`src/rtl/cpu_pkg.sv`:
```
// Shared constants for the 16-bit CPU execution resources.
// ALU selects, opcodes and the Fibonacci demo ROM image.
package cpu_pkg;

  localparam int DW = 16;
  localparam int AW = 4;
  localparam int DEPTH = 16;

  localparam logic [2:0] ALU_ADD  = 3'b000;
  localparam logic [2:0] ALU_SUB  = 3'b001;
  localparam logic [2:0] ALU_AND  = 3'b010;
  localparam logic [2:0] ALU_OR   = 3'b011;
  localparam logic [2:0] ALU_XOR  = 3'b100;
  localparam logic [2:0] ALU_NOR  = 3'b101;
  localparam logic [2:0] ALU_NAND = 3'b110;
  localparam logic [2:0] ALU_LSL  = 3'b111;

  localparam logic [3:0] OP_ADD  = 4'h0;
  localparam logic [3:0] OP_ADDI = 4'h1;
  localparam logic [3:0] OP_SUB  = 4'h2;
  localparam logic [3:0] OP_SUBI = 4'h3;
  localparam logic [3:0] OP_AND  = 4'h4;
  localparam logic [3:0] OP_OR   = 4'h5;
  localparam logic [3:0] OP_XOR  = 4'h6;
  localparam logic [3:0] OP_NOR  = 4'h7;
  localparam logic [3:0] OP_NAND = 4'h8;
  localparam logic [3:0] OP_HALT = 4'h9;
  localparam logic [3:0] OP_LSL  = 4'hA;
  localparam logic [3:0] OP_RSVD = 4'hB;
  localparam logic [3:0] OP_SKIP = 4'hC;
  localparam logic [3:0] OP_BRB  = 4'hD;
  localparam logic [3:0] OP_STUR = 4'hE;
  localparam logic [3:0] OP_LDUR = 4'hF;

  // Index 0 is the leftmost word: program order reads top to bottom.
  localparam logic [0:DEPTH-1][DW-1:0] ROM_IMAGE = {
    16'h1211,
    16'h1306,
    16'h0412,
    16'h0120,
    16'h0240,
    16'h3331,
    16'hC230,
    16'hD500,
    16'h9000,
    16'h9000,
    16'h9000,
    16'h9000,
    16'h9000,
    16'h9000,
    16'h9000,
    16'h9000
  };

  function automatic logic [DW-1:0] rom_word(
    input logic [AW-1:0] addr
  );
    return ROM_IMAGE[addr];
  endfunction

endpackage

```
`src/rtl/alu16.sv`:
```
// Combinational 16-bit ALU.
// Carry is only meaningful for ADD (carry) and SUB (borrow).
module alu16
  import cpu_pkg::*;
(
  input  logic [DW-1:0] a,
  input  logic [DW-1:0] b,
  input  logic [2:0]    sel,
  input  logic [3:0]    shamt,
  output logic [DW-1:0] y,
  output logic          carry
);

  logic [DW:0] sum;
  logic [DW:0] diff;

  // Widened add/sub so bit 16 is the carry or borrow.
  always_comb begin
    sum  = {1'b0, a} + {1'b0, b};
    diff = {1'b0, a} - {1'b0, b};
  end

  // Operation select; carry stays low outside ADD/SUB.
  always_comb begin
    y     = '0;
    carry = 1'b0;
    unique case (sel)
      ALU_ADD: begin
        y     = sum[DW-1:0];
        carry = sum[DW];
      end
      ALU_SUB: begin
        y     = diff[DW-1:0];
        carry = diff[DW];
      end
      ALU_AND:  y = a & b;
      ALU_OR:   y = a | b;
      ALU_XOR:  y = a ^ b;
      ALU_NOR:  y = ~(a | b);
      ALU_NAND: y = ~(a & b);
      ALU_LSL:  y = a << shamt;
      default: begin
        y     = '0;
        carry = 1'b0;
      end
    endcase
  end

endmodule

```
`src/rtl/imem_ram_alu.sv`:
```
// Execution resources: ALU, 16x16 data RAM, 16x16 program ROM.
// RAM clears asynchronously on reset; ALU and ROM ignore reset.
module imem_ram_alu
  import cpu_pkg::*;
(
  input  logic          clk,
  input  logic          rst_n,
  input  logic [DW-1:0] alu_a,
  input  logic [DW-1:0] alu_b,
  input  logic [2:0]    alu_sel,
  input  logic [3:0]    shamt,
  output logic [DW-1:0] alu_out,
  output logic          carry_out,
  input  logic          ram_we,
  input  logic          ram_oe,
  input  logic [AW-1:0] ram_addr,
  input  logic [DW-1:0] ram_wdata,
  output logic [DW-1:0] ram_rdata,
  input  logic [AW-1:0] pc,
  output logic [DW-1:0] instr
);

  logic [DW-1:0] mem [DEPTH];

  alu16 u_alu (
    .a     (alu_a),
    .b     (alu_b),
    .sel   (alu_sel),
    .shamt (shamt),
    .y     (alu_out),
    .carry (carry_out)
  );

  // Data RAM: async clear, otherwise one write per rising edge.
  always_ff @(posedge clk or negedge rst_n) begin
    if (!rst_n) begin
      for (int i = 0; i < DEPTH; i++) begin
        mem[i] <= '0;
      end
    end else if (ram_we) begin
      mem[ram_addr] <= ram_wdata;
    end
  end

  // Read port is combinational and gated by output enable.
  always_comb begin
    ram_rdata = '0;
    if (ram_oe) begin
      ram_rdata = mem[ram_addr];
    end
  end

  // Instruction fetch straight from the constant program image.
  always_comb begin
    instr = rom_word(pc);
  end

endmodule

```
`config.mk`:
```
export PLATFORM = sky130hd
export DESIGN_NAME = imem_ram_alu
export DESIGN_NICKNAME = d
export VERILOG_FILES = /design/src/rtl/cpu_pkg.sv /design/src/rtl/alu16.sv /design/src/rtl/imem_ram_alu.sv
export SDC_FILE = /design/constraint.sdc
export NUM_CORES = 1
export LEC_CHECK = 0
export CAP_MARGIN = 10
export CORE_MARGIN = 2
export CORE_UTILIZATION = 35
export CTS_BUF_LIST = sky130_fd_sc_hd__clkbuf_8
export DETAILED_ROUTE_END_ITERATION = 16
export GPL_TIMING_DRIVEN = 0
export PLACE_DENSITY = 0.57
export SLEW_MARGIN = 20
export SYNTH_ARGS = -nofsm -noshare
export SYNTH_HDL_FRONTEND = slang
export SYNTH_SLANG_ARGS = --single-unit
export TNS_END_PERCENT = 5
```
`constraint.sdc`:
```
create_clock -name clk -period 3.3 [get_ports clk]
set_input_delay 0.66 -clock clk [delete_from_list [all_inputs] [get_ports clk]]
set_output_delay 0.66 -clock clk [all_outputs]
set_load 0.1 [all_outputs]
```
Word-level counts from Yosys, hierarchy flattened
Memory sizes are Yosys's and may differ from the RTL's.
Cells that the tools add are included.
{ "word_totals": {"ff_bits": 256, "rom_bits": 256, "input_bits": 67, "output_inout_bits": 49, "mem_count": 1} }
{ "classes": {"n_addsub": 2, "order_cmp": 3, "eq_ne": 7, "n_shift": 1, "muxes": 11, "n_bitwise": 7, "n_reduce_logical": 2} }
{ "mem_list": {"columns": ["memory", "depth", "word_bits", "read_ports", "rd_clocked_by_memory_dff", "wr", "line_no", "source"], "rows": [
  ["(no name shown)", 16, 16, 1, 0, 0, "cpu_pkg.sv:58", "return ROM_IMAGE[addr];"]
]} }
{ "ops": {"columns": ["op", "n"], "rows": [
  ["$bwmux W256", 1],
  ["$pmux W16 S8", 1],
  ["$mux W16", 6],
  ["$bmux W16 S4", 1],
  ["$demux W16 S4", 1],
  ["$not A16 Y16", 2],
  ["$add A16 B16 Y17", 1],
  ["$sub A16 B16 Y17", 1],
  ["$and A16 B16 Y16", 1],
  ["$or A16 B16 Y16", 1],
  ["$shl A16 B4 Y16", 1],
  ["$xor A16 B16 Y16", 1],
  ["$eq A3 B3 Y1 const B", 4],
  ["$ge A5 B5 Y1 const B", 2],
  ["$not A4 Y5", 2],
  ["$eq A3 B2 Y1 const B", 2],
  ["$lt A5 B1 Y1 const B", 1],
  ["$eq A3 B1 Y1 const B", 1],
  ["$logic_not A3 Y1", 1],
  ["$pmux W1 S2", 1],
  ["$logic_and A1 B1 Y1", 1]
]} }

Longest topological paths before layout
Gate-level depths: netlist of run 1.
{ "logic_depth": {"ltp_word": 6, "ltp_mapped": 11, "mapped_depth_nobuf": 11} }

Hierarchy
From an unflattened synthesis of run 1, not the netlist that was laid out.
{ "hier_totals": {"cells_unflattened": 1311, "area_unflattened_um2": 15484.9} }
{ "modules_own_cells": {"columns": ["mod", "n_inst", "cells_per_inst", "area_each_um2", "seq_area_each_um2"], "rows": [
  ["imem_ram_alu", 1, 803, 12116.6, 6406.1],
  ["alu16", 1, 508, 3368.2, 0.0]
]} }

Worst setup path after synthesis of run 1
No wires, ideal clock.
{ "synth_path": {"kind": "input to output", "startpoint": "input port alu_a[3]", "endpoint": "output port alu_out[7]", "arrival_time_ps": 4253, "required_time_ps": 2640, "slack_ps": -1613, "stages": 8, "n_path_buf": 0, "path_cell_list": "inv_1 -> ha_1 -> a211oi_1 -> o21ai_0 -> a31o_2 -> a21oi_1 -> o22ai_1 -> a221oi_1"} }
{ "synth_between": {"elab_chain_cells": 2} }
{ "synth_rtl": {"columns": ["item", "line_no", "source"], "rows": [
  ["from (decl)", "imem_ram_alu.sv:8", "input logic [DW-1:0] alu_a,"],
  ["$sub A16 B16 Y17 (tied with other cells)", "alu16.sv:20", "diff = {1'b0, a} - {1'b0, b};"],
  ["$pmux W16 S8 *", "alu16.sv:27", "unique case (sel)"],
  ["to (decl)", "imem_ram_alu.sv:12", "output logic [DW-1:0] alu_out,"]
]} }
Mark *: on every way between the ends. The rest lies on a longest branch, timed or not.

Final worst setup path of run 1
{ "layout_path": {"startpoint": "input port alu_b[7]", "endpoint": "output port carry_out"} }
{ "layout_between": {"elab_chain_cells": 2} }
{ "layout_rtl": {"columns": ["item", "line_no", "source"], "rows": [
  ["from (decl)", "imem_ram_alu.sv:9", "input logic [DW-1:0] alu_b,"],
  ["$sub A16 B16 Y17 or $add A16 B16 Y17 (tied branches)", "alu16.sv:20, alu16.sv:19", null],
  ["$pmux W1 S2 *", "alu16.sv:27", null],
  ["to (decl)", "imem_ram_alu.sv:13", "output logic carry_out,"]
]} }
Marked as above.

==> results of run 1 <==
[critical path, cell delays in order]
cell	delay (ps)
clkdlybuf4s15_2	220
inv_2	60
ha_4	260
buf_6	120
inv_2	80
a311oi_2	260
a31o_4	160
a21oi_4	70
o41a_1	400
a2111oi_4	380
a211o_1	220
buf_12	190
[metal layers]
| layer | routed length, um | part of all wire |
|---|---|---|
| met5 | 0 | 0 |
| met4 | 939 | 0.023 |
| met3 | 1920 | 0.047 |
| met2 | 19600 | 0.48 |
| met1 | 18300 | 0.45 |
[logic make-up (layout without fill, tap and decap cells)]
| logic type | after synthesis | count (layout) | share of synthesized area |
|---|---|---|---|
| muxes | 363 | 363 | 0.328 |
| adders and majority gates | 55 | 55 | 0.0459 |
| DFF | 256 | 256 | 0.418 |
| xor gates and xnor gates | 19 | 19 | 0.0109 |
| other | 1 | 3 | 0.000245 |
| buffers and inverters | 152 | 348 | 0.0464 |
| and+or+nand+nor | 196 | 196 | 0.0629 |
| AOI/OAI and AO/OA | 189 | 189 | 0.0880 |
[Yosys cell counts, types with 12 or more instances]
cell type / instances / share of area
mux4_2: 85 / 0.12
clkbuf_1: 43 / 0.011
nor2_1: 66 / 0.016
and2_1: 20 / 0.0082
ha_1: 53 / 0.043
o22ai_1: 14 / 0.0057
inv_1: 52 / 0.013
mux2_2: 261 / 0.19
a21oi_1: 45 / 0.015
buf_2: 33 / 0.011
nand2_1: 39 / 0.0096
mux2i_1: 17 / 0.011
nand3_1: 12 / 0.0039
o21ai_0: 28 / 0.0091
dfrtp_1: 256 / 0.42
[final cells by class]
class                      instances  area [sq um]
fill                            4104         24300
multi-input combinational        825          8750
sequential                       256          6410
timing repair buffer             129          1280
tap                              585           732
clock buffer                      53           729
buffer                            97           667
inverter                          55           219
clock inverter                    14          63.8
[worst max-delay path by stage]
stage,from,to
after global routing,alu_a[7],carry_out
after global placement,rst_n,mem[241]
after CTS,alu_a[0],carry_out
after detailed placement,alu_a[1],alu_out[15]
final,alu_b[7],carry_out
after floorplan,alu_a[0],alu_out[14]
[power by group through the flow]
| stage | clock network, mW | registers (mW) | logic, mW |
|---|---|---|---|
| final | 2.63 | 4.21 | 3.21 |
| after global routing | 2.86 | 4.30 | 3.41 |
| after CTS | 2.71 | 4.21 | 3.17 |
| after detailed placement | 0 | 4.27 | 3.02 |
| after global placement | 0 | 4.24 | 2.96 |
| after floorplan | 0 | 4.14 | 2.28 |
[repair_timing]
action / CTS / global route
setup endpoints to repair: 44 / 39
hold endpoints to repair: 0 / 0
resized for setup: 404 / 91
pin swaps: 33 / 22
buffers inserted: 13 / 6
==> results by group, run 1 <==
Clock network
  – CTS Root Cell: clkbuf_8
  – Clk_lat worst skew: 530 ps
  – CTS max path bufs: 3
  – CTS clk-pin slew, worst paths: 60 ps
  – H-Tree Depth: 2
  – Hold buffers post-CTS: 0
  – Num CTS Buffers: 39
  – CTS sink count: 256
  – CTS tree: built

Worst setup path
  – RR Endpoint: mem[59]
  – R2R Setup Slk: 2530 ps
  – Reg2reg start: mem[59]
  – R2R depth: 1
  – Setup crit start kind: input pin
  – Critical path capture point type: output pin
  – Critical path class: in -> out
  – Req. time, crit path: 2640 ps
  – Data arrival, critical path: 3080 ps
  – Worst Path Max Fanout: 7

Logic synthesis
  – Synth unique cells: 79
  – Seq/Total Area, Yosys: 0.418
  – Number of synthesized flops with an enable pin: 0
  – Synth Flop Type: dfrtp_1
  – Synth warn: 0
  – Syn Inst Count: 1231
  – Syn avg cell area: 12.5 sq um
  – Post-synthesis async set-or-reset flop share: 1.00
  – Cell area after synthesis: 15300 sq um
  – Synthesized flop and latch total: 256

Job
  – Max Cap Viol: 0

Die
  – Chip height: 213 um
  – # IOs: 116
  – Initial Util: 0.355
  – Core area: 43200 sq um
  – Num rows: 76
  – Die Wd: 213 um
  – Die area: 45500 sq um

Global routing
  – Gr busiest metal: met2
  – Gr ovfl total: 0
  – Antenna violations before repair: 0
  – GRT Util Overall: 0.181
  – GRT met2 Usage: 0.303
  – M1 GR Usage: 0.247
  – Wire length of the first global-routing pass: 63.9 mm
  – Vias in the first global route: 11300
  – Largest net degree at the start of global routing: 96
  – Grt met3 use: 0.0193

Finish
  – P&R area growth vs syn: 23.0%
  – Design area: 18900 sq um
  – Nets: 1525
  – Largest register by flop count: mem
  – Most frequent cells in the layout: mux2_2, dfrtp_1, mux4_2
  – Max reg flops: 256
  – Non-Filler Instances: 2014
  – Largest regs: mem (256)
  – Fin util: 0.437
  – Commonest non-fill, non-tap cell in the layout: mux2_2
  – Antenna diode count: 0
  – Layout cell share with drive strength beyond 1: 0.458

Timing
  – Slew Limit Fails: 0
  – Period utilization: 1.13
  – Hold WS: 99.7 ps
  – Slew @ Worst Pin: 979 ps
  – Rel. slew slack: 0.346
  – Worst setup margin: -440 ps
  – Peak Freq: 267 MHz
  – Final min period: 3740 ps
  – Setup violations, final: 29
  – Final Hold Vio Count: 0
  – Final Skew: 0 ps
  – Unrepaired setup endpoints after global routing: true
  – Final TNS setup: -6580 ps

Power
  – Combinational share of power: 0.319
  – Net Sw Frac: 0.320
  – Net Switching: 3.22 mW
  – Flop pwr share: 0.419
  – Total power: 10.0 mW
  – Cell Int Power: 6.83 mW
  – Worst vdd ir: 0.360 mV
  – Pleak: 7.97 nW
  – Power per cell area: 533 nW/um^2
  – Clock Power Share: 0.261

Place
  – Input/output buffers: 108
  – Routability congestion estimate: 0.930
  – Placed cell count: 1928
  – Placed Area: 17200 sq um
  – Hpwl dp: 30.9 mm
  – Setup WS pre-CTS: -2330 ps

Outcome
  – Violated checks: setup timing
  – Status: complete, but fails checks

Routing
  – TritonRoute pass-1 iters: 5
  – Post-route ant nets: 0
  – Initial DRC Count: 610
  – Final wirelength: 40.8 mm
  – Via density per instance: 5.37
  – DRC Markers: 0
  – Via Count: 10800
  – Avg WL per Cell: 20.3 um

Min path
  – Min-Delay Path Class: in -> async
Note: power is estimated with default switching activity, not from simulation.
==> run 2, diff against run 1 <==
Settings changed: DONT_BUFFER_PORTS from default to 1, PLACE_DENSITY 0.57 to 0.52.
Clock period 3.3 ns to 4.7 ns, I/O delays scaled along.
==> results by group, run 2 (synthesis results as in run 1) <==
Power
  – Cell Int Power: 4.71 mW (-31%)
  – Power per cell area: 401 nW/um^2 (-25%)
  – Worst vdd ir: 0.306 mV (-15%)
  – Combinational share of power: 0.283 (-0.036)
  – Net Switching: 2.16 mW (-33%)
  – Total power: 6.88 mW (-32%)
  – Net Sw Frac: 0.315 (-0.00589)
  – Flop pwr share: 0.430 (+0.011)
  – Pleak: 7.22 nW (-9.4%)
  – Clock Power Share: 0.287 (+0.026)

Timing
  – Final Hold Vio Count: 0 (unchanged)
  – Hold WS: 95.7 ps (-4.06 ps)
  – Slew Limit Fails: 0 (unchanged)
  – Peak Freq: 217 MHz
  – Setup violations, final: 0 (-100%)
  – Rel. slew slack: 0.245 (-0.102)
  – Period utilization: 0.978
  – Worst setup margin: 101 ps (+541 ps)
  – Final Skew: 0 ps (unchanged)
  – Unrepaired setup endpoints after global routing: true
  – Final min period: 4600 ps
  – Slew @ Worst Pin: 1130 ps (+154 ps)
  – Final TNS setup: 0 ps (+6580 ps)

Place
  – Hpwl dp: 31.0 mm (+0.25%)
  – Routability congestion estimate: 0.909 (-2.3%)
  – Placed Area: 16300 sq um (-5.6%)
  – Input/output buffers: 0 (-100%)
  – Placed cell count: 1821 (-5.5%)
  – Setup WS pre-CTS: -240 ps (+2090 ps)

Worst setup path
  – Setup crit start kind: input pin
  – Reg2reg start: mem[30]
  – Critical path class: in -> out
  – RR Endpoint: mem[30]
  – WP buf/inv: 2 (-3)
  – Most used cell, CP: inv_1
  – Slowest stage cell, crit path: o41a_1
  – Critical path capture point type: output pin
  – Crit path depth: 11 (-1)
  – CP max stage delay: 430 ps (+30 ps)
  – R2R Setup Slk: 3930 ps (+1400 ps)
  – Req. time, crit path: 3760 ps (+1120 ps)
  – R2R depth: 1 (unchanged)
  – CP top delay family: compound AO/OA/AOI/OAI gates
  – Worst Setup EP: carry_out
  – Worst path cell trace: inv_1 > ha_1 > inv_1 > fa_1 > nor2b_2 > o221ai_2 > a31o_2 > a21oi_2 > o41a_1 > a2111oi_2 > a211o_4
  – Data arrival, critical path: 3660 ps (+580 ps)
  – Worst Path Max Fanout: 5 (-2)
  – Critical path origin: alu_a[0]

Clock network
  – H-Tree Depth: 2 (unchanged)
  – CTS sink count: 256 (unchanged)
  – Hold buffers post-CTS: 0 (unchanged)
  – CTS tree: built
  – CTS Root Cell: clkbuf_8
  – CTS max path bufs: 3 (unchanged)
  – Post-CTS Repair Setup Buffers: 0 (-13)
  – Clk_lat worst skew: 520 ps (about the same)
  – Num CTS Buffers: 40 (+2.6%)
  – CTS clk-pin slew, worst paths: 60 ps (about the same)

Die
  – Core area: 43200 sq um (unchanged)
  – # IOs: 116 (unchanged)
  – Die Wd: 213 um (unchanged)
  – Die area: 45500 sq um (unchanged)
  – Initial Util: 0.355 (unchanged)
  – Num rows: 76 (unchanged)
  – Chip height: 213 um (unchanged)

Global routing
  – GRT met2 Usage: 0.318 (+0.0144)
  – Grt met3 use: 0.0387 (+0.0194)
  – M1 GR Usage: 0.246 (-0.000331)
  – Vias in the first global route: 10700 (-4.9%)
  – Wire length of the first global-routing pass: 64.9 mm (+1.6%)
  – Gr busiest metal: met2
  – Gr ovfl total: 0 (unchanged)
  – Antenna violations before repair: 1 (+1)
  – GRT Util Overall: 0.188 (+0.00729)
  – Largest net degree at the start of global routing: 257 (+170%)

Finish
  – Max reg flops: 256 (unchanged)
  – Nets: 1400 (-8.2%)
  – Commonest non-fill, non-tap cell in the layout: mux2_2
  – Design area: 17200 sq um (-9.0%)
  – Fill count: 4192 (+2.1%)
  – Antenna diode count: 0 (unchanged)
  – Non-Filler Instances: 1891 (-6.1%)
  – Layout cell share with drive strength beyond 1: 0.387 (-0.0702)
  – Fin util: 0.397 (-0.0394)
  – Multi-input logic area: 8390 sq um (-4.1%)
  – Largest regs: mem (256)
  – Most frequent cells in the layout: mux2_2, dfrtp_1, mux4_2
  – Largest register by flop count: mem
  – P&R area growth vs syn: 11.9%
  – Register area: 6410 sq um (unchanged)

Min path
  – Min-Delay Path Class: in -> async

Routing
  – Post-route ant nets: 0 (unchanged)
  – Via density per instance: 5.46 (+1.7%)
  – DRC Markers: 0 (unchanged)
  – Final wirelength: 42.3 mm (+3.6%)
  – Initial DRC Count: 566 (-7.2%)
  – TritonRoute pass-1 iters: 5 (unchanged)
  – Avg WL per Cell: 22.4 um (+10%)
  – Via Count: 10300 (-4.5%)

Outcome
  – Status: finished, final reports clean

Job
  – Max Cap Viol: 0 (unchanged)
-- run 2: power by group through the flow --
stage | clock network, mW | registers, mW | logic [mW]
CTS | 2.03 | 2.96 | 1.95
finish | 1.97 | 2.96 | 1.95
global placement | 0 | 2.97 | 1.87
global route | 2.12 | 3.02 | 2.07
detailed placement | 0 | 2.99 | 1.94
floorplan | 0 | 2.91 | 1.60
-- run 2: what timing repair did --
action,4_1_cts,5_1_grt
gates resized for setup,2,5
endpoints found under the setup margin,2,6
hold endpoints to repair,0,0
-- run 2: worst min path at each step --
stage / slack (ps) / to / cells after the start / start
2_1_floorplan: 470 / mem[214] / 1 / mem[214]
3_3_place_gp: 480 / mem[210] / 1 / mem[210]
3_5_place_dp: 490 / mem[49] / 1 / mem[49]
4_1_cts: 60 / mem[73] / 0 / rst_n
5_1_grt: 60 / mem[73] / 0 / rst_n
6_report: 100 / mem[89] / 0 / rst_n
-- run 2: cell type report --
cell class / count / area share
Multi-Input combinational cell: 825 / 0.489
Sequential cell: 256 / 0.374
Clock buffer: 56 / 0.0449
Tap cell: 585 / 0.0427
Buffer: 97 / 0.0295
Inverter: 55 / 0.0120
Clock inverter: 14 / 0.00474
Timing Repair Buffer: 3 / 0.00336
-- run 2: routing by layer --
layer	routed length [um]	vias to the layer above
li1	-	4649
met1	18300	5339
met2	20300	274
met3	2720	67
met4	901	0
met5	0	-
